## config.mk

```make
export PLATFORM = sky130hd
export DESIGN_NAME = sdpram_bist_ctrl
export DESIGN_NICKNAME = d
export VERILOG_FILES = /design/src/rtl/sdpram_bist_ctrl.sv
export SDC_FILE = /design/constraint.sdc
export NUM_CORES = 1
export LEC_CHECK = 0
export CORE_MARGIN = 3
export CORE_UTILIZATION = 41
export CTS_BUF_LIST = sky130_fd_sc_hd__clkbuf_4 sky130_fd_sc_hd__clkbuf_8
export CTS_CLUSTER_DIAMETER = 200
export CTS_CLUSTER_SIZE = 40
export DETAILED_ROUTE_END_ITERATION = 16
export PLACE_DENSITY = 0.77
export SLEW_MARGIN = 20
export SYNTH_ARGS = -nofsm -noshare
export SYNTH_HDL_FRONTEND = slang
export SYNTH_SLANG_ARGS = --single-unit
```

## constraint.sdc

```tcl
create_clock -name wr_clk -period 2.9 [get_ports wr_clk]
set_input_delay 0.58 -clock wr_clk [delete_from_list [all_inputs] [get_ports wr_clk]]
set_output_delay 0.58 -clock wr_clk [all_outputs]
set_load 0.005 [all_outputs]
```

## src/rtl/sdpram_bist_ctrl.sv

```systemverilog
// sdpram_bist_ctrl
// Self-checking traffic generator for a simple dual-port RAM. Each run writes
// a selectable pattern to every address, reads every address back and
// compares the read data against a regenerated expectation. It can repeat
// this write/read sequence for several passes, inverting the pattern on odd
// passes.
//
// Ports
//   wr_clk          single clock for controller and both RAM ports
//   tb_wr_rst       asynchronous active-high reset
//   start           run request, only looked at while idle
//   mode[1:0]       pattern select, captured when start is accepted
//   busy            high from the cycle after acceptance through DONE
//   done            one-cycle pulse at the end of a run
//   pass            result of the last run, held until the next run starts
//   err_cnt         saturating mismatch count
//   first_err_addr  address of the first mismatch of the run
//   ram_wr_*        RAM write port (enable, address, data)
//   ram_rd_en/addr  RAM read request
//   ram_rd_data     RAM read data, RD_LATENCY cycles after the read address
module sdpram_bist_ctrl #(
  parameter int ADDR_WIDTH    = 13,
  parameter int DATA_WIDTH    = 14,
  parameter int RD_LATENCY    = 1,
  parameter int PASSES        = 1,
  parameter int ERR_CNT_WIDTH = 3
) (
  input  logic                     wr_clk,
  input  logic                     tb_wr_rst,
  input  logic                     start,
  input  logic [1:0]               mode,
  output logic                     busy,
  output logic                     done,
  output logic                     pass,
  output logic [ERR_CNT_WIDTH-1:0] err_cnt,
  output logic [ADDR_WIDTH-1:0]    first_err_addr,
  output logic                     ram_wr_en,
  output logic [ADDR_WIDTH-1:0]    ram_wr_addr,
  output logic [DATA_WIDTH-1:0]    ram_wr_data,
  output logic                     ram_rd_en,
  output logic [ADDR_WIDTH-1:0]    ram_rd_addr,
  input  logic [DATA_WIDTH-1:0]    ram_rd_data
);

  typedef enum logic [2:0] {
    S_IDLE, S_WRITE, S_GAP, S_READ, S_DRAIN, S_DONE
  } state_t;

  state_t                  state, state_n;
  logic [ADDR_WIDTH-1:0]   addr;       // address counter, reused as drain counter
  logic [4:0]              pidx;       // pass index, PASSES is at most 16
  logic [1:0]              mode_q;
  logic                    pass_q;
  logic                    start_acc;
  logic                    next_pass;

  logic [RD_LATENCY-1:0]   vld_p;
  logic [ADDR_WIDTH-1:0]   addr_p [RD_LATENCY];
  logic                    cmp_vld;
  logic [ADDR_WIDTH-1:0]   cmp_addr;
  logic                    mismatch;

  // Pattern for address a; inv flips the whole word on odd passes.
  function automatic logic [DATA_WIDTH-1:0] pattern(
    input logic [ADDR_WIDTH-1:0] a,
    input logic [1:0]            m,
    input logic                  inv
  );
    logic [DATA_WIDTH-1:0] av;
    logic [DATA_WIDTH-1:0] alt;
    logic [DATA_WIDTH-1:0] v;
    av = DATA_WIDTH'(a);
    // Even address: 0101.. (bit 0 set); odd address: 1010..
    for (int i = 0; i < DATA_WIDTH; i++) begin
      alt[i] = ((i % 2) == 1) ? a[0] : ~a[0];
    end
    case (m)
      2'd0:    v = '1 - av;
      2'd1:    v = av;
      2'd2:    v = alt;
      default: v = ~alt;
    endcase
    return inv ? ~v : v;
  endfunction

  function automatic logic [ERR_CNT_WIDTH-1:0] sat_inc(
    input logic [ERR_CNT_WIDTH-1:0] c
  );
    return (c == '1) ? c : c + 1'b1;
  endfunction

  always_ff @(posedge wr_clk or posedge tb_wr_rst) begin
    if (tb_wr_rst) state <= S_IDLE;
    else           state <= state_n;
  end

  always_comb begin
    state_n     = state;
    busy        = 1'b1;
    done        = 1'b0;
    ram_wr_en   = 1'b0;
    ram_wr_addr = '0;
    ram_wr_data = '0;
    ram_rd_en   = 1'b0;
    ram_rd_addr = '0;
    start_acc   = 1'b0;
    next_pass   = 1'b0;
    case (state)
      S_IDLE: begin
        busy = 1'b0;
        if (start) begin
          start_acc = 1'b1;
          state_n   = S_WRITE;
        end
      end
      S_WRITE: begin
        ram_wr_en   = 1'b1;
        ram_wr_addr = addr;
        ram_wr_data = pattern(addr, mode_q, pidx[0]);
        if (addr == '1) state_n = S_GAP;
      end
      S_GAP: state_n = S_READ;
      S_READ: begin
        ram_rd_en   = 1'b1;
        ram_rd_addr = addr;
        if (addr == '1) state_n = S_DRAIN;
      end
      S_DRAIN: begin
        if (addr == ADDR_WIDTH'(RD_LATENCY - 1)) begin
          if (pidx < 5'(PASSES - 1)) begin
            next_pass = 1'b1;
            state_n   = S_WRITE;
          end else begin
            state_n = S_DONE;
          end
        end
      end
      S_DONE: begin
        done    = 1'b1;
        state_n = S_IDLE;
      end
      default: state_n = S_IDLE;
    endcase
  end

  // In DONE the final compare has already landed in err_cnt.
  assign pass = (state == S_DONE) ? (err_cnt == '0) : pass_q;

  always_ff @(posedge wr_clk or posedge tb_wr_rst) begin
    if (tb_wr_rst) begin
      addr           <= '0;
      pidx           <= '0;
      mode_q         <= '0;
      err_cnt        <= '0;
      first_err_addr <= '0;
      pass_q         <= 1'b0;
    end else begin
      if (state_n != state) begin
        addr <= '0;
      end else if (state == S_WRITE || state == S_READ || state == S_DRAIN) begin
        addr <= addr + 1'b1;
      end
      if (start_acc) begin
        mode_q         <= mode;
        pidx           <= '0;
        err_cnt        <= '0;
        first_err_addr <= '0;
        pass_q         <= 1'b0;
      end else begin
        if (next_pass) pidx <= pidx + 1'b1;
        if (mismatch) begin
          err_cnt <= sat_inc(err_cnt);
          if (err_cnt == '0) first_err_addr <= cmp_addr;
        end
        if (state == S_DONE) pass_q <= (err_cnt == '0);
      end
    end
  end

  // ---- stage p0..p(RD_LATENCY-1): read request travels with the RAM latency
  always_ff @(posedge wr_clk or posedge tb_wr_rst) begin
    if (tb_wr_rst) begin
      vld_p <= '0;
    end else begin
      vld_p[0] <= ram_rd_en;
      for (int i = 1; i < RD_LATENCY; i++) vld_p[i] <= vld_p[i-1];
    end
  end

  always_ff @(posedge wr_clk) begin
    addr_p[0] <= ram_rd_addr;
    for (int i = 1; i < RD_LATENCY; i++) addr_p[i] <= addr_p[i-1];
  end

  // ---- compare stage: read data aligned with the delayed address
  assign cmp_vld  = vld_p[RD_LATENCY-1];
  assign cmp_addr = addr_p[RD_LATENCY-1];
  assign mismatch = cmp_vld && (ram_rd_data != pattern(cmp_addr, mode_q, pidx[0]));

endmodule
```

==> qor.txt, run 1 <==
======================================================================================
Power density normalized to cell area                                     295.8 nW/µm²
Insertion delay of the later-clocked pin in the worst-skew pair                0.30 ns
Flop-to-flop setup slack                                                       0.31 ns
Cell class contributing the biggest share of worst-path delay             compound AO/OA/AOI/OAI gates
Setup repair after global routing missed its margin                              false
Post-synthesis area per instance                                             8.650 µm²
Net count, final                                                                   443
Count of H-tree levels built during CTS                                              2
Setup CP Type                                                             input pin to flip-flop
Combinational share of power                                                      5.2%
Max cap viols                                                                        0
Total number of clock tree sinks                                                    49
Peak supply drop                                                             0.1772 mV
Detailed route wirelength on metal2                                           3.853 mm
Clock Tree Root                                                           sky130_fd_sc_hd__clkbuf_8
CP max FO                                                                           13
Core area                                                                     6907 µm²
Worst-path cell with the longest stage delay                              sky130_fd_sc_hd__a21oi_2
Wire length of the first global-routing pass                                  12.81 mm
Startpoint of the worst-slack reg-to-reg timing path                      addr[0]$_DFFE_PP0P_
Buf/Inv on CP                                                                        1
DRT iter0 DRCs                                                                     107
Static Leakage                                                                1.666 nW
Total of endpoints with negative setup slack in the final report                     0
Chip width                                                                    91.32 µm
Top metal layer carrying routed signals                                           met4
Number of placement rows                                                            30
Worst path depth                                                                     7
Fin crit share                                                                  93.27%
Data arrival, critical path                                                    2.93 ns
Synthesized netlist cell count                                                     345
Number of synthesized register bits                                                 49
Effective utilization at floorplan                                              43.21%
Capture point of the critical path                                        first_err_addr[6]$_DFFE_PP0P_
Maximum frequency from static timing analysis                                369.7 MHz
Number of DRC violations after detailed routing                                      0
Filler Cell Count                                                                  652
Transition time at the pin with the least slew margin                        0.9489 ns
Final worst path period need                                                  2.705 ns
Worst-case headroom to the max-slew limit                                       36.74%
Top-level I/O count                                                                 80
Net switching power                                                          0.2475 mW
GRT Resource Usage Total                                                        18.88%
Count of cells along the worst register-to-register path                             8
Cell-internal power                                                          0.9302 mW
Crit path launch                                                          ram_rd_data[0]
Detailed-route wire length on metal 1                                         3.329 mm
Total met3 wirelength after detailed routing                                    457 µm
Critical Path Sink Type                                                      flip-flop
Die area                                                                      8338 µm²
TritonRoute pass-1 iters                                                             4
Final Power                                                                   1.178 mW
Final setup skew                                                           0.007155 ns
Via count of the routed design                                                    2647
Number of diodes added for antenna fixing                                            0
Reg power frac                                                                   57.7%
Residual antenna-violating net count after detailed routing                          0
Number of synthesis warnings                                                         0
Crit-path cells                                                           clkdlybuf4s50_1, nor4bb_1, a311o_1, a22oi_1, a2111oi_2, a21oi_2, mux2i_1
Sequential Area                                                               1161 µm²
Initial antenna violation count                                                      0
Syn-to-layout area delta                                                        33.42%
Share of layout cells above drive strength 1                                    7.143%
Drt wl/cell                                                                   15.23 µm
Portion of the post-synthesis area used by sequential elements                  38.91%
Run status                                                                   completed
Post-Synthesis Net Count                                                           369
Via count of the first global-routing pass                                        2635
Mapped Area                                                                   2984 µm²
Count of buffers added by post-CTS timing repair for setup                           0
Final hold vios                                                                      0
Leftover overflow at the end of global routing                                       0
Switching share of total power                                                  21.01%
Worst Hold Depth                                                                     2
Final wirelength                                                              7.859 mm
Worst Hold Class                                                          flip-flop to flip-flop
Delay of the slowest cell on the worst path                                    0.76 ns
Worst-case clock buffer depth                                                        2
Clock Power Share                                                                37.1%
Worst setup SP type                                                          input pin
Detailed-route vias per instance                                                 5.130
Port buffer count                                                                   79
Share of the core filled with cells                                             57.64%
Endpoint of the worst register-to-register path                           addr[3]$_DFFE_PP0P_
Clock slew at the register clock pins of the worst setup and hold paths        0.08 ns
CTS tree                                                                         built
Required time reported for the critical path endpoint                          3.12 ns
Chip height                                                                   91.32 µm
Final estimated routing congestion in global placement                          0.8312
Netlist cell types                                                                  45
Largest net degree at the start of global routing                                   37
Multi-input combinational cell area                                           1684 µm²
Final Max Slew Viols                                                                 0
DPL Wire Length                                                               5.978 mm
Total CTS buffers                                                                    5
======================================================================================
worst min-delay path by stage:
stage                                      to  slack, ns                  start
2_1_floorplan  first_err_addr[10]$_DFFE_PP0P_       0.43  addr_p[0][10]$_DFF_P_
3_3_place_gp    first_err_addr[2]$_DFFE_PP0P_       0.44   addr_p[0][2]$_DFF_P_
3_5_place_dp    first_err_addr[2]$_DFFE_PP0P_       0.45   addr_p[0][2]$_DFF_P_
4_1_cts         first_err_addr[5]$_DFFE_PP0P_       0.47   addr_p[0][5]$_DFF_P_
5_1_grt         first_err_addr[2]$_DFFE_PP0P_       0.49   addr_p[0][2]$_DFF_P_
6_report       first_err_addr[12]$_DFFE_PP0P_       0.47  addr_p[0][12]$_DFF_P_
cell families (layout without fill, tap and decap cells):
logic type / Yosys count / count (layout) / synth area share [%]
XOR/XNOR: 44 / 44 / 12.91
adder cells (fa/ha/maj): 5 / 5 / 2.096
multiplexers: 23 / 23 / 7.799
AND/OR/NAND/NOR: 154 / 154 / 25.16
flip-flops: 49 / 49 / 38.91
AO/OA/AOI/OAI: 37 / 37 / 7.883
buffers and inverters: 33 / 108 / 5.241
power by group through the flow:
stage	clock network, mW	registers (mW)	logic [mW]
5_1_grt	0.465	0.680	0.0677
3_5_place_dp	0	0.694	0.0623
3_3_place_gp	0	0.694	0.0608
6_report	0.436	0.680	0.0617
2_1_floorplan	0	0.694	0.0277
4_1_cts	0.439	0.680	0.0628
per-layer routing:
| layer | GRT usage, % | vias to the layer above |
|---|---|---|
| li1 | - | 1296 |
| met1 | 24.20 | 1256 |
| met2 | 31.64 | 80 |
| met3 | 3.728 | 15 |
| met4 | 6.658 | 0 |
| met5 | 0 | - |
worst reg2reg max path: stages (launching register included):
cell	delay, ns
sky130_fd_sc_hd__dfrtp_1	0.50
sky130_fd_sc_hd__inv_1	0.20
sky130_fd_sc_hd__ha_1	0.19
sky130_fd_sc_hd__nor4b_1	0.33
sky130_fd_sc_hd__a41oi_1	0.17
sky130_fd_sc_hd__o21ai_0	0.29
sky130_fd_sc_hd__mux2_2	0.21
sky130_fd_sc_hd__o32a_1	0.45
sky130_fd_sc_hd__nor2_1	0.12
flip-flops by register name (all words and copies together), names as in the netlist:
signal,count
state,3
first_err_addr,13
addr,13
pass_q,1
cmp_vld,1
addr_p,13
mode_q,2
err_cnt,3
metrics by stage:
step,hold WS [ns],setup slack (ns),cells,setup TNS [ns],area (µm²)
floorplan,0.4324,0.7098,345,0,2984
global placement,0.4416,-0.02861,508,-0.3442,3859
detailed placement,0.4492,-0.1147,508,-1.377,3859
CTS,0.4745,0.04077,516,0,3960
global route,0.4877,0.04360,516,0,3981
finish,0.4705,0.1952,516,0,3981
cell type report:
type | instances | share of cell area [%]
clock inverter | 1 | 0.1257
clock buffer | 7 | 2.420
inverter | 10 | 1.037
tap | 96 | 3.017
timing repair buffer | 90 | 21.94
sequential | 49 | 29.16
multi-input combinational | 263 | 42.30
Yosys cell counts (all sizes together):
cell type | number | share of area [%]
dfxtp | 13 | 8.7
nand2 | 48 | 6.0
and3 | 24 | 5.0
nor4b | 1 | 0.29
xor2 | 12 | 3.5
a21oi | 17 | 3.0
o31ai | 1 | 0.25
a22oi | 1 | 0.25
nor4 | 3 | 1.1
or3 | 3 | 0.63
o21bai | 2 | 0.50
a41oi | 1 | 0.29
o221ai | 1 | 0.29
o32a | 1 | 0.34
xnor2 | 32 | 9.4
dfrtp | 36 | 30
mux2 | 2 | 0.75
nor2 | 45 | 5.7
clkbuf | 14 | 1.8
o21ai | 9 | 1.5
or3b | 3 | 0.88
a2111oi | 1 | 0.50
nor2b | 3 | 0.63
clkinv | 1 | 0.13
a221o | 1 | 0.34
nand3 | 3 | 0.50
inv | 9 | 1.1
a311o | 1 | 0.34
buf | 9 | 2.2
nand2b | 5 | 1.0
ha | 5 | 2.1
a211o | 1 | 0.29
nor4bb | 1 | 0.34
mux2i | 21 | 7.0
nand4 | 5 | 1.0
nor3 | 6 | 1.0
and2 | 4 | 0.92
cell usage in the layout (no fill, tap or decap), types with 3 or more instances in the layout:
master                            instances
sky130_fd_sc_hd__dfrtp_1                 36
sky130_fd_sc_hd__inv_1                    9
sky130_fd_sc_hd__a21oi_1                 16
sky130_fd_sc_hd__clkbuf_8                 7
sky130_fd_sc_hd__or3_1                    3
sky130_fd_sc_hd__and3_1                  24
sky130_fd_sc_hd__buf_4                   11
sky130_fd_sc_hd__ha_1                     5
sky130_fd_sc_hd__dfxtp_1                 13
sky130_fd_sc_hd__and2_1                   3
sky130_fd_sc_hd__o21ai_0                  7
sky130_fd_sc_hd__nand4_1                  5
sky130_fd_sc_hd__nor2_1                  43
sky130_fd_sc_hd__clkdlybuf4s50_1         79
sky130_fd_sc_hd__xor2_1                  12
sky130_fd_sc_hd__nand2_1                 47
sky130_fd_sc_hd__nor3_1                   6
sky130_fd_sc_hd__nand3_1                  3
sky130_fd_sc_hd__nor2b_1                  3
sky130_fd_sc_hd__mux2i_1                 21
sky130_fd_sc_hd__xnor2_1                 32
sky130_fd_sc_hd__nand2b_1                 5
repair_timing:
| action | CTS | global route |
|---|---|---|
| setup endpoints to repair | 0 | 13 |
| gates resized for setup | 0 | 6 |
| hold buffers | 0 | 0 |
| endpoints found under the hold margin | 0 | 0 |
Power figures use the tool's default switching activity.
==> run 2, diff against run 1 <==
--- a/config.mk
+++ b/config.mk
@@ -6,12 +6,13 @@
 export NUM_CORES = 1
 export LEC_CHECK = 0
 export CORE_MARGIN = 3
-export CORE_UTILIZATION = 41
+export CORE_UTILIZATION = 50
 export CTS_BUF_LIST = sky130_fd_sc_hd__clkbuf_4 sky130_fd_sc_hd__clkbuf_8
 export CTS_CLUSTER_DIAMETER = 200
 export CTS_CLUSTER_SIZE = 40
 export DETAILED_ROUTE_END_ITERATION = 16
-export PLACE_DENSITY = 0.77
+export DONT_BUFFER_PORTS = 1
+export PLACE_DENSITY = 0.73
 export SLEW_MARGIN = 20
 export SYNTH_ARGS = -nofsm -noshare
 export SYNTH_HDL_FRONTEND = slang
==> run 2 against run 1 <==
  * Worst hold slack worse by 0.21 ns
  * Power rose by 2.6%
  * Sequential share of layout area rose by 7.9 points
  * Non-clock buffer count decreased by 82
  * Worst setup slack better by 0.11 ns
  * Sequential cell count unchanged
==> qor.txt, run 2 (synthesized netlist as in run 1, its figures left out) <==
======================================================================================
Via count of the first global-routing pass                                        2186   was 2635
Combinational share of power                                                      2.8%   was 5.2%
TritonRoute pass-1 iters                                                             4   unchanged
Setup CP Type                                                             flip-flop to output port   was input pin to flip-flop
Buf/Inv on CP                                                                        1   unchanged
Final worst slack                                                            0.3061 ns   was 0.1952 ns
Effective utilization at floorplan                                              52.89%   was 43.21%
Required time reported for the critical path endpoint                          2.32 ns   was 3.12 ns
Transition time at the pin with the least slew margin                        0.6861 ns   was 0.9489 ns
Setup repair after global routing missed its margin                              false   unchanged
Fin crit share                                                                  89.44%   was 93.27%
Final Max Slew Viols                                                                 0   unchanged
Via count of the routed design                                                    2288   was 2647
Insertion delay of the later-clocked pin in the worst-skew pair                0.30 ns   about the same
Switching share of total power                                                  21.20%   was 21.01%
Most frequent standard cell in the layout excluding fill and tap cells    sky130_fd_sc_hd__nand2_1   was sky130_fd_sc_hd__clkdlybuf4s50_1
Top-level I/O count                                                                 80   unchanged
Clock Power Share                                                                41.0%   was 37.1%
Total number of clock tree sinks                                                    49   unchanged
Worst path depth                                                                     5   was 7
Critical Path Sink Type                                                    output port   was flip-flop
Pre-CTS worst setup slack                                                    0.1683 ns   was -0.1147 ns
Worst-case headroom to the max-slew limit                                       54.26%   was 36.74%
DRT iter0 DRCs                                                                      71   was 107
Worst-case clock buffer depth                                                        2   unchanged
Die area                                                                      6931 µm²   was 8338 µm²
Power density normalized to cell area                                     385.0 nW/µm²   was 295.8 nW/µm²
Wire length of the first global-routing pass                                  11.52 mm   was 12.81 mm
Final estimated routing congestion in global placement                          0.8533   was 0.8312
Highest-count cells in the layout ignoring fill and taps                  sky130_fd_sc_hd__nand2_1, sky130_fd_sc_hd__nor2_1, sky130_fd_sc_hd__dfrtp_1   was sky130_fd_sc_hd__clkdlybuf4s50_1, sky130_fd_sc_hd__nand2_1, sky130_fd_sc_hd__nor2_1
Crit-path cells                                                           clkinv_1, nor2_1, a21oi_1, xnor2_1, nor2_1   was clkdlybuf4s50_1, nor4bb_1, a311o_1, a22oi_1, a2111oi_2, a21oi_2, mux2i_1
Leftover overflow at the end of global routing                                       0   unchanged
Peak supply drop                                                             0.1950 mV   was 0.1772 mV
Final Power                                                                   1.209 mW   was 1.178 mW
Number of diodes added for antenna fixing                                            0   unchanged
Largest net degree at the start of global routing                                   37   unchanged
Clock Tree Root                                                           sky130_fd_sc_hd__clkbuf_8   unchanged
Final wirelength                                                              6.991 mm   was 7.859 mm
Final worst path period need                                                  2.594 ns   was 2.705 ns
Filler Cell Count                                                                  510   was 652
Net count, final                                                                   361   was 443
GRT Resource Usage Total                                                        20.53%   was 18.88%
CP max FO                                                                           13   unchanged
Top cell by count, worst path                                             sky130_fd_sc_hd__nor2_1
Max cap viols                                                                        0   unchanged
Multi-input combinational cell area                                           1677 µm²   was 1684 µm²
Final hold vios                                                                      0   unchanged
Largest registers ranked by flip-flop count                               addr x13, addr_p x13, first_err_addr x13   unchanged
Cell-internal power                                                          0.9525 mW   was 0.9302 mW
Drt wl/cell                                                                   17.05 µm   was 15.23 µm
Port buffer count                                                                    0   was 79
Worst setup SP type                                                          flip-flop   was input pin
DPL Wire Length                                                               5.221 mm   was 5.978 mm
Delay of the slowest cell on the worst path                                    0.55 ns   was 0.76 ns
Clock slew at the register clock pins of the worst setup and hold paths        0.10 ns   was 0.08 ns
Count of buffers added by post-CTS timing repair for setup                           0   unchanged
Chip width                                                                    83.26 µm   was 91.32 µm
Share of layout cells above drive strength 1                                    7.396%   was 7.143%
Core area                                                                     5642 µm²   was 6907 µm²
Worst Hold Class                                                          input pin to asynchronous set/reset pin   was flip-flop to flip-flop
Count of cells along the worst register-to-register path                             6   was 8
Setup Total Neg Slack                                                             0 ns   unchanged
Reg power frac                                                                   56.2%   was 57.7%
Number of DRC violations after detailed routing                                      0   unchanged
Net switching power                                                          0.2562 mW   was 0.2475 mW
Static Leakage                                                                1.367 nW   was 1.666 nW
Number of placement rows                                                            27   was 30
Total of endpoints with negative setup slack in the final report                     0   unchanged
Residual antenna-violating net count after detailed routing                          0   unchanged
Count of H-tree levels built during CTS                                              2   unchanged
Chip height                                                                   83.26 µm   was 91.32 µm
CTS tree                                                                         built   unchanged
Maximum frequency from static timing analysis                                385.5 MHz   was 369.7 MHz
Run status                                                                   completed   unchanged
Syn-to-layout area delta                                                        5.199%   was 33.42%
Detailed-route vias per instance                                                 5.580   was 5.130
Worst-path cell with the longest stage delay                              sky130_fd_sc_hd__dfrtp_2   was sky130_fd_sc_hd__a21oi_2
Final setup skew                                                            0.01429 ns   was 0.007155 ns
Cell class contributing the biggest share of worst-path delay             simple AND/OR/NAND/NOR gates   was compound AO/OA/AOI/OAI gates
Total CTS buffers                                                                    5   unchanged
Sequential Area                                                               1162 µm²   was 1161 µm²
Data arrival, critical path                                                    2.01 ns   was 2.93 ns
Initial antenna violation count                                                      0   unchanged
======================================================================================
## run 2: cell count changes in the layout (fill, tap and decap cells not counted), sizes merged
cell and change:
bufinv +1, clkbuf -2, clkinvlp -1, buf -3
clkdlybuf4s50 -79, inv +1, clkinv +1
## run 2: final timing paths
check	start	to	slack, ns
worst max-delay path	mode_q[1]$_DFFE_PP0P_	ram_wr_data[2]	0.31
worst min-delay path	tb_wr_rst	addr[10]$_DFFE_PP0P_	0.26
min in group wr_clk	mode[0]	mode_q[0]$_DFFE_PP0P_	0.39
worst min register to register	addr_p[0][11]$_DFF_P_	first_err_addr[11]$_DFFE_PP0P_	0.47
worst max register to register	mode_q[0]$_DFFE_PP0P_	err_cnt[2]$_DFFE_PP0P_	0.35
max in group asynchronous	tb_wr_rst	mode_q[1]$_DFFE_PP0P_	2.29
## run 2: metrics by stage
stage,std cells,instance area [µm²],hold slack [ns],utilization [%]
after CTS,410,3128,0.2743,55.44
after global routing,410,3139,0.3076,55.64
final,410,3139,0.2593,55.64
after global placement,402,3015,0.4456,53.45
after floorplan,345,2984,0.4324,-
after detailed placement,402,3015,0.4521,53.45
## run 2: what timing repair did
action	CTS	global route
gates resized for setup	0	3
endpoints found under the setup margin	0	26
hold buffers	0	0
## run 2: per-layer routing
metal	global-route usage, %	wire length, µm
met1	26.60	2986
met2	34.18	3478
met3	4.464	423
met4	6.241	102
met5	0	0
## run 2: cell type report
type	count	share of cell area, %
multi-input combinational	263	53.41
clock buffer	5	2.192
clock inverter	3	1.395
timing repair buffer	8	1.913
sequential	49	37.03
tap	72	2.870
inverter	10	1.196
## run 2: power groups by stage
stage               clock network, mW  logic, mW  registers [mW]
finish                          0.496     0.0333           0.680
global route                    0.534     0.0386           0.680
CTS                             0.508     0.0345           0.680
detailed placement                  0     0.0344           0.694
global placement                    0     0.0338           0.694
floorplan                           0     0.0277           0.694
==> run 3, diff against run 2 <==
--- a/config.mk
+++ b/config.mk
@@ -5,6 +5,7 @@
 export SDC_FILE = /design/constraint.sdc
 export NUM_CORES = 1
 export LEC_CHECK = 0
+export CORE_ASPECT_RATIO = 2
 export CORE_MARGIN = 3
 export CORE_UTILIZATION = 50
 export CTS_BUF_LIST = sky130_fd_sc_hd__clkbuf_4 sky130_fd_sc_hd__clkbuf_8
==> constraint.sdc (replaced) <==
create_clock -name wr_clk -period 3.1 [get_ports wr_clk]
set_input_delay 0.62 -clock wr_clk [delete_from_list [all_inputs] [get_ports wr_clk]]
set_output_delay 0.62 -clock wr_clk [all_outputs]
set_load 0.005 [all_outputs]
==> run 3 against run 2 <==
  * First-iteration DRC count is 99% higher
  * Sequential share of layout area is 0.17 points higher
  * Power is 11% lower
  * Wire length is 7.5% higher
  * Sequential cell count stayed put
  * Clock power is 17% lower
  * Cell count is 2.2% lower
  * Worst hold slack better by 0.028 ns
  * Combinational power is 3% lower
  * Largest power group unchanged
==> qor.txt, run 3 (synthesized netlist as in run 1, its figures left out) <==
======================================================================================
Power density normalized to cell area                                     345.8 nW/µm²   was 385.0 nW/µm²
Filler Cell Count                                                                  553   was 510
Share of layout cells above drive strength 1                                    7.647%   was 7.396%
Final hold vios                                                                      0   unchanged
Post-CTS Hold Buffers                                                                0   unchanged
Switching share of total power                                                  24.23%   was 21.20%
Final Power                                                                   1.079 mW   was 1.209 mW
CP max FO                                                                           13   unchanged
Met1 GRT Util                                                                   22.60%   was 26.60%
Final setup skew                                                            0.01474 ns   was 0.01429 ns
Data arrival, critical path                                                    2.27 ns   was 2.01 ns
Fin crit share                                                                  93.17%
Top-level I/O count                                                                 80   unchanged
Worst setup SP type                                                          flip-flop   unchanged
Most frequent standard cell in the layout excluding fill and tap cells    sky130_fd_sc_hd__nand2_1   unchanged
Port buffer count                                                                    0   unchanged
Critical Path Sink Type                                                    output port   unchanged
Die area                                                                      6987 µm²   was 6931 µm²
Setup repair after global routing missed its margin                              false   unchanged
Chip width                                                                    60.63 µm   was 83.26 µm
Initial antenna violation count                                                      0   unchanged
Final Max Slew Viols                                                                 0   unchanged
Largest net degree at the start of global routing                                   37   unchanged
Sequential Area                                                               1161 µm²   was 1162 µm²
Net count, final                                                                   363   was 361
Detailed-route vias per instance                                                 5.855   was 5.580
Worst Hold Class                                                          input pin to asynchronous set/reset pin   unchanged
Setup CP Type                                                             flip-flop to output port   unchanged
Number of diodes added for antenna fixing                                            0   unchanged
Via count of the routed design                                                    2348   was 2288
Leftover overflow at the end of global routing                                       0   unchanged
Clock Power Share                                                                38.1%   was 41.0%
Total of endpoints with negative setup slack in the final report                     0   unchanged
Number of cells upsized or downsized after cts                                       0   unchanged
Clock Tree Root                                                           sky130_fd_sc_hd__clkbuf_8   unchanged
Chip height                                                                   115.3 µm   was 83.26 µm
Worst-case clock buffer depth                                                        2   unchanged
Effective utilization at floorplan                                              51.83%   was 52.89%
Peak supply drop                                                             0.2004 mV   was 0.1950 mV
Total number of clock tree sinks                                                    49   unchanged
DPL Wire Length                                                               5.756 mm   was 5.221 mm
Multi-input combinational cell area                                           1669 µm²   was 1677 µm²
Reg power frac                                                                   58.9%   was 56.2%
Number of DRC violations after detailed routing                                      0   unchanged
Net switching power                                                          0.2615 mW   was 0.2562 mW
Number of placement rows                                                            39   was 27
Crit-path cells                                                           clkinv_1, nor2_1, a21oi_1, xnor2_1, nor2_1   unchanged
Maximum frequency from static timing analysis                                346.2 MHz
Cell-internal power                                                          0.8178 mW   was 0.9525 mW
Required time reported for the critical path endpoint                          2.48 ns   was 2.32 ns
Combinational share of power                                                      3.0%   was 2.8%
Highest-count cells in the layout ignoring fill and taps                  sky130_fd_sc_hd__nand2_1, sky130_fd_sc_hd__nor2_1, sky130_fd_sc_hd__dfrtp_1   unchanged
Final estimated routing congestion in global placement                          0.8975   was 0.8533
Met3 usage in global routing                                                    5.843%   was 4.464%
Via count of the first global-routing pass                                        2313   was 2186
Max cap viols                                                                        0   unchanged
Final wirelength                                                              7.516 mm   was 6.991 mm
TritonRoute pass-1 iters                                                             5   was 4
Transition time at the pin with the least slew margin                        0.5505 ns   was 0.6861 ns
Residual antenna-violating net count after detailed routing                          0   unchanged
Top cell by count, worst path                                             sky130_fd_sc_hd__nor2_1   unchanged
DRT iter0 DRCs                                                                     141   was 71
Drt wl/cell                                                                   18.74 µm   was 17.05 µm
Global Route met2 Usage                                                         41.53%   was 34.18%
Count of buffers added by post-CTS timing repair for setup                           0   unchanged
Worst-case headroom to the max-slew limit                                       63.21%   was 54.26%
Syn-to-layout area delta                                                        4.612%   was 5.199%
Count of H-tree levels built during CTS                                              2   unchanged
Final worst path period need                                                  2.888 ns
Core area                                                                     5758 µm²   was 5642 µm²
Setup Total Neg Slack                                                             0 ns   unchanged
Worst-path cell with the longest stage delay                              sky130_fd_sc_hd__dfrtp_1   was sky130_fd_sc_hd__dfrtp_2
Static Leakage                                                                1.370 nW   was 1.367 nW
Clock slew at the register clock pins of the worst setup and hold paths        0.11 ns   was 0.10 ns
CTS tree                                                                         built   unchanged
Most heavily used metal layer in global routing                                   met2   unchanged
Largest registers ranked by flip-flop count                               addr x13, addr_p x13, first_err_addr x13   unchanged
Wire length of the first global-routing pass                                  11.57 mm   was 11.52 mm
Delay of the slowest cell on the worst path                                    0.66 ns   was 0.55 ns
Total CTS buffers                                                                    5   unchanged
GRT Resource Usage Total                                                        22.31%   was 20.53%
Run status                                                                   completed   unchanged
Insertion delay of the later-clocked pin in the worst-skew pair                0.31 ns   was 0.30 ns
======================================================================================
## run 3: cell types whose count changed in the layout (fill, tap and decap cells not counted), sizes merged
cell | previous run | this run
inv | 10 | 9
buf | 8 | 10
clkinv | 2 | 4
bufinv | 1 | 0
## run 3: critical path, delay by kind of cell (launching register included)
| family | cells | cell delay (ns) |
|---|---|---|
| compound gates | 1 | 0.10 |
| buf+inv | 1 | 0.44 |
| xor+xnor | 1 | 0.15 |
| simple gates | 2 | 0.60 |
| flops | 1 | 0.66 |
## run 3: path summary, 6_finish.rpt
kind	startpoint	endpoint	slack, ns	depth (start not counted)
min	tb_wr_rst	first_err_addr[11]$_DFFE_PP0P_	0.29	2
max	mode_q[1]$_DFFE_PP0P_	ram_wr_data[2]	0.21	5
max reg2reg	mode_q[0]$_DFFE_PP0P_	first_err_addr[3]$_DFFE_PP0P_	0.55	8
min in group wr_clk	mode[0]	mode_q[0]$_DFFE_PP0P_	0.42	2
min reg2reg	addr_p[0][7]$_DFF_P_	first_err_addr[7]$_DFFE_PP0P_	0.47	2
max in group asynchronous	tb_wr_rst	first_err_addr[3]$_DFFE_PP0P_	2.46	2
## run 3: per-layer routing
layer  up-vias  share of wire (%)
met2        68                 57
li1       1139                  -
met1      1133                 35
met3         8                6.0
met5         -                  0
met4         0                1.8
## run 3: cell type report
type / count / share of cell area, %
clock buffer: 5 / 2.204
timing repair buffer: 10 / 2.405
inverter: 10 / 1.202
multi-input combinational: 263 / 53.47
clock inverter: 3 / 1.082
tap: 61 / 2.445
sequential: 49 / 37.19
## run 3: through the flow
stage	hold WS (ns)	worst slack, ns	util [%]	area [µm²]	cells
detailed placement	0.4598	0.5497	52.39	3017	393
global route	0.3216	0.01717	54.22	3122	401
floorplan	0.4324	0.8698	-	2984	345
global placement	0.4528	0.5657	52.39	3017	393
finish	0.2871	0.2118	54.22	3122	401
CTS	0.3051	0.1893	54.17	3119	401
## run 3: power by group through the flow
stage	clock (mW)	combinational, mW	sequential (mW)
5_1_grt	0.448	0.0366	0.636
4_1_cts	0.421	0.0334	0.636
6_report	0.411	0.0323	0.636
2_1_floorplan	0	0.0259	0.649
3_5_place_dp	0	0.0331	0.649
3_3_place_gp	0	0.0322	0.649
==> RTL change 1 (settings of run 2) <==
Change the parameter `RD_LATENCY` from 1 to 2. Comments in the files are not updated.
--- a/src/rtl/sdpram_bist_ctrl.sv
+++ b/src/rtl/sdpram_bist_ctrl.sv
@@ -23,3 +23,3 @@
   parameter int DATA_WIDTH    = 14,
-  parameter int RD_LATENCY    = 1,
+  parameter int RD_LATENCY    = 2,
   parameter int PASSES        = 1,
Check against the original RTL: no difference found for any inputs over 10 cycles, from zero or initial values and one cycle with tb_wr_rst high; that may be too few to reach the edited logic, so the function may still have changed.
==> RTL change 1 against run 2 <==
- clock skew is 0.0069 ns lower
- cell count rose by 3.7%
- critical endpoint is now ram_rd_addr[7]
- highest routed layer unchanged
- synthesized area is 4.9% higher
- count of clock-buffer cells in the layout is 10 higher
- design area rose by 7.6%
- wire length increased by 2.6%
- sequential cell count grew 14
- critical path type unchanged
- setup slack improved by 0.0046 ns
- global-route usage about the same
- critical path depth shrank 1
- non-clock buffer count fell by 1
Power is not compared: it rests on default switching activity, and its combinational part moved more than twofold at a synthesized area within 25%.
==> RTL change 1: results (changes against run 2) <==
Placed design
  – Post-DP HPWL: 5.38 mm (+3.0%)
  – Placed insts: 409 (+1.7%)
  – Placer congestion estimate: 0.920 (+7.8%)

Final layout
  – Top flop regs: addr_p x26, addr x13, first_err_addr x13
  – Non-filler instance count after layout: 425 (+3.7%)
  – Fill cell total of the finished layout: 548 (+7.5%)
  – Nets: 369 (+2.2%)

Synthesis
  – Post-synthesis xor/xnor area fraction: 13.2% (+0.24 points)
  – Post-synth cell types: 42 (-6.7%)
  – Adder-Cell Fraction of Synth Area: 2.00% (-0.097 points)
  – Complex-gate fraction of the synthesized area: 12.2% (+4.4 points)
  – Synth Instances: 347 (+0.58%)
  – Ys async rst share: 58.7% (-15 points)
  – Mux share of post-synthesis cell area: 0.720% (-7.1 points)
  – Ranking of synthesized cells by area: dfrtp_1 (30%), dfxtp_1 (17%), xnor2_1 (11%)

Global routing
  – Vias in the first global route: 2312 (+5.8%)
  – Total track usage: 20.6% (+0.034 points)
  – First-pass GRT wire length: 11.6 mm (+0.96%)
  – Pin count of the biggest net entering global routing: 21 (-43%)

CTS
  – H-tree depth: 3 (+1)
  – Num CTS Buffers: 9 (+4)

Critical path
  – Crit path launch: state[0]
  – Worst Path Max Fanout: 10 (-3)
  – R2r setup slk: 0.38 ns (+0.03 ns)

Detailed routing
  – Wirelength per Cell: 16.9 um (-0.99%)
  – M1 wire length: 3.07 mm (+2.8%)
  – Metal3 WL: 517 um (+22%)
  – Met2 WL: 3.41 mm (-2.0%)

Timing
  – Post-Route Skew: 0.00736 ns (-0.00693 ns)
  – Slew Limit Headroom: 53.6% (-0.67 points)
  – Hold Slack: 0.233 ns (-0.0262 ns)

Run status
  – Outcome: complete, no violations
RTL change 1: changes by cell type after synthesis, moves of 3 or more:
cell / delta
nand2_1: -37
mux2i_1: -21
and3_1: -19
o21ai_0: +19
nand3_1: +17
dfxtp_1: +13
nor2_1: +9
o21ai_1: +8
a21oi_2: +7
inv_1: +6
xnor2_1: +6
and2_1: +4
nor3_1: -3
xor2_1: -3
RTL change 1: cell type report:
cell class	count	area [um2]	area share, %
timing repair buffer	7	52.6	1.56
tap	75	93.8	2.78
clock inverter	1	5.00	0.148
inverter	16	60.1	1.78
sequential	63	1450	42.8
multi-input combinational	248	1540	45.6
clock buffer	15	181	5.37
RTL change 1: metrics by stage:
step | total power [mW] | setup slack [ns]
after floorplan | 0.991 | 0.831
after global placement | 1.01 | 0.423
after detailed placement | 1.01 | 0.401
after CTS | 1.71 | 0.181
after global routing | 1.75 | 0.125
final | 1.69 | 0.311
RTL change 1: final timing paths:
| path | cells past startpoint | endpoint |
|---|---|---|
| hold / removal | 1 | state[0] |
| min in group wr_clk | 0 | addr_p[0][20] |
| hold reg to reg | 0 | addr_p[0][20] |
| max in group asynchronous | 2 | first_err_addr[12] |
| setup reg to reg | 7 | first_err_addr[8] |
| setup / recovery | 4 | ram_rd_addr[7] |
RTL change 1: power by group:
| part | leakage (nW) | switching, mW | total, mW | internal, mW |
|---|---|---|---|---|
| Combinational | 0.588 | 0.0631 | 0.110 | 0.0465 |
| Clock | 0.101 | 0.308 | 0.702 | 0.394 |
| Sequential | 0.703 | 0.00720 | 0.882 | 0.875 |
RTL change 1: worst max-delay path, cell delays in order (launching register included):
cell	delay [ns]
dfrtp_1	0.46
nor2b_2	0.36
and2_1	0.26
clkinv_1	0.29
nor2_1	0.31
RTL change 1: kinds of logic after synthesis:
logic type / after synthesis
AO/OA/AOI/OAI: 65
flip-flops: 63
adder cells (fa/ha/maj): 5
AND/OR/NAND/NOR: 129
buffers and inverters: 36
multiplexers: 2
XOR/XNOR: 47
RTL change 1: routing by layer:
| metal | GRT usage (%) | up-vias |
|---|---|---|
| met5 | 0 | - |
| met4 | 8.20 | 0 |
| met3 | 7.38 | 15 |
| met2 | 32.6 | 101 |
| met1 | 25.5 | 1133 |
| li1 | - | 1149 |
RTL change 1: timing repair:
action	4_1_cts	5_1_grt
setup endpoints to repair	0	13
buffers inserted	0	0
gates resized for setup	0	2
==> RTL change 2 (settings of run 2) <==
Without the edit above. Encoding of `state_t`: now Gray code (3 bits for 6 states).
--- a/src/rtl/sdpram_bist_ctrl.sv
+++ b/src/rtl/sdpram_bist_ctrl.sv
@@ -45,3 +45,3 @@
   typedef enum logic [2:0] {
-    S_IDLE, S_WRITE, S_GAP, S_READ, S_DRAIN, S_DONE
+    S_IDLE = 3'b000, S_WRITE = 3'b001, S_GAP = 3'b011, S_READ = 3'b010, S_DRAIN = 3'b110, S_DONE = 3'b111
   } state_t;
Function: same outputs for any inputs over 10 cycles, from zero or initial values and one cycle with tb_wr_rst high; not proved beyond that.
==> RTL change 2 against run 2 <==
- synthesized area down 0.34%
- design area fell by 1.1%
- die area decreased by 0.31%
- total power decreased by 4.1%
- wire length is 1.9% higher
- setup slack improved by 0.12 ns
- largest cell class unchanged
- hold slack about the same
- first-iteration DRC count increased by 1.4%
- sequential cell count stayed put
- global-route usage increased by 0.38 points
- clock skew fell by 0.0095 ns
==> RTL change 2: results (changes against run 2) <==
Placed design
  – Placer congestion estimate: 0.889 (+4.2%)
  – Post-DP HPWL: 5.34 mm (+2.3%)
  – Placed insts: 396 (-1.5%)
  – Post-Place Worst Slack: 0.326 ns (+0.158 ns)
  – Area after DPL: 3000 um2 (-0.66%)

Synthesis
  – Sequential area share after synthesis: 39.0% (+0.13 points)
  – Adder-Cell Fraction of Synth Area: 2.10% (+0.0071 points)
  – Synth Instances: 339 (-1.7%)
  – Mux share of post-synthesis cell area: 7.45% (-0.35 points)
  – Ranking of synthesized cells by area: dfrtp_1 (30%), dfxtp_1 (8.8%), xnor2_1 (8.2%)
  – Post-synthesis xor/xnor area fraction: 14.1% (+1.2 points)
  – Complex-gate fraction of the synthesized area: 7.82% (-0.058 points)
  – Post-Syn Nets: 363 (-1.6%)
  – Post-synth cell types: 43 (-4.4%)
  – Top post-synthesis cells by count: nand2_1 (49), nor2_1 (37), dfrtp_1 (36), xnor2_1 (28), mux2i_1 (21)

Global routing
  – Pin count of the biggest net entering global routing: 37 (unchanged)
  – GR Layer Usage met3: 4.66% (+0.20 points)
  – Vias in the first global route: 2245 (+2.7%)
  – Total track usage: 20.9% (+0.38 points)
  – GRT met2 Usage: 36.7% (+2.6 points)
  – First-pass GRT wire length: 11.6 mm (+0.60%)
  – Grt met1 use: 25.4% (-1.2 points)

Detailed routing
  – Met2 WL: 3.67 mm (+5.5%)
  – Vias per cell: 5.61 (+0.51%)
  – Via count: 2266 (-0.96%)
  – M1 wire length: 2.97 mm (-0.70%)
  – Starting DRT DRC Count: 72 (+1.4%)
  – Post-Route WL: 7.12 mm (+1.9%)
  – Metal3 WL: 358 um (-15%)
  – Drt first pass iters: 5 (+1)

Run status
  – Outcome: complete, no violations

Timing
  – Slew at the pin with the worst max-slew slack: 0.936 ns (+0.250 ns)
  – Hold Slack: 0.260 ns (+0.000380 ns)
  – Post-Route Skew: 0.00476 ns (-0.00954 ns)

CTS
  – Worst skew pair latency: a little over 0.3 ns
  – CTS Sinks: 49 (unchanged)

Final layout
  – Share of layout cells above drive strength 1: 7.83% (+0.43 points)
  – # diodes: 0 (unchanged)

Critical path
  – Worst Path Max Fanout: 14 (+1)
  – FF-to-FF path depth: 7 (+1)
  – Crit-path leading delay family: flip-flops
  – R2r setup slk: 0.43 ns (+0.08 ns)
  – WP data arrival: 1.89 ns (-0.12 ns)
  – Worst reg2reg endpoint: first_err_addr[9]

Power and ir drop
  – Leak Pwr: 1.32 nW (-3.1%)
  – Switching part of the total: 23.1% (+1.9 points)
  – Peak supply drop: 0.197 mV (+1.2%)
  – Clock share of power: 38.2% (-2.8 points)
  – Pwr Total: 1.16 mW (-4.1%)
  – Seq pwr: 0.680 mW (about the same)

Hold path
  – Min-delay worst type: primary input to asynchronous set/reset pin
-- RTL change 2: changes by cell type in the layout (fill, tap and decap cells not counted), moves of 3 or more --
cell | run 2 | this run
and3_1 | 24 | 13
xor2_1 | 12 | 18
a21oi_1 | 16 | 20
and2_1 | 3 | 13
o211ai_1 | 0 | 3
xnor2_1 | 32 | 28
nor2_1 | 44 | 35
-- RTL change 2: worst max path at each step --
| stage | to | slack [ns] |
|---|---|---|
| 6_report | ram_wr_data[11] | 0.43 |
| 5_1_grt | first_err_addr[6] | 0.24 |
| 4_1_cts | ram_wr_data[11] | 0.01 |
| 3_3_place_gp | ram_wr_data[6] | 0.41 |
| 3_5_place_dp | first_err_addr[9] | 0.33 |
| 2_1_floorplan | first_err_addr[0] | 0.78 |
-- RTL change 2: cell type report --
cell class / count / area [um2]
clock buffers: 6 / 82.6
clock inverters: 2 / 16.3
fillers: 522 / 2540
inverters: 10 / 41.3
multi-input cells: 258 / 1660
flip-flops and latches: 49 / 1160
well taps: 72 / 90.1
repair buffers: 7 / 52.6
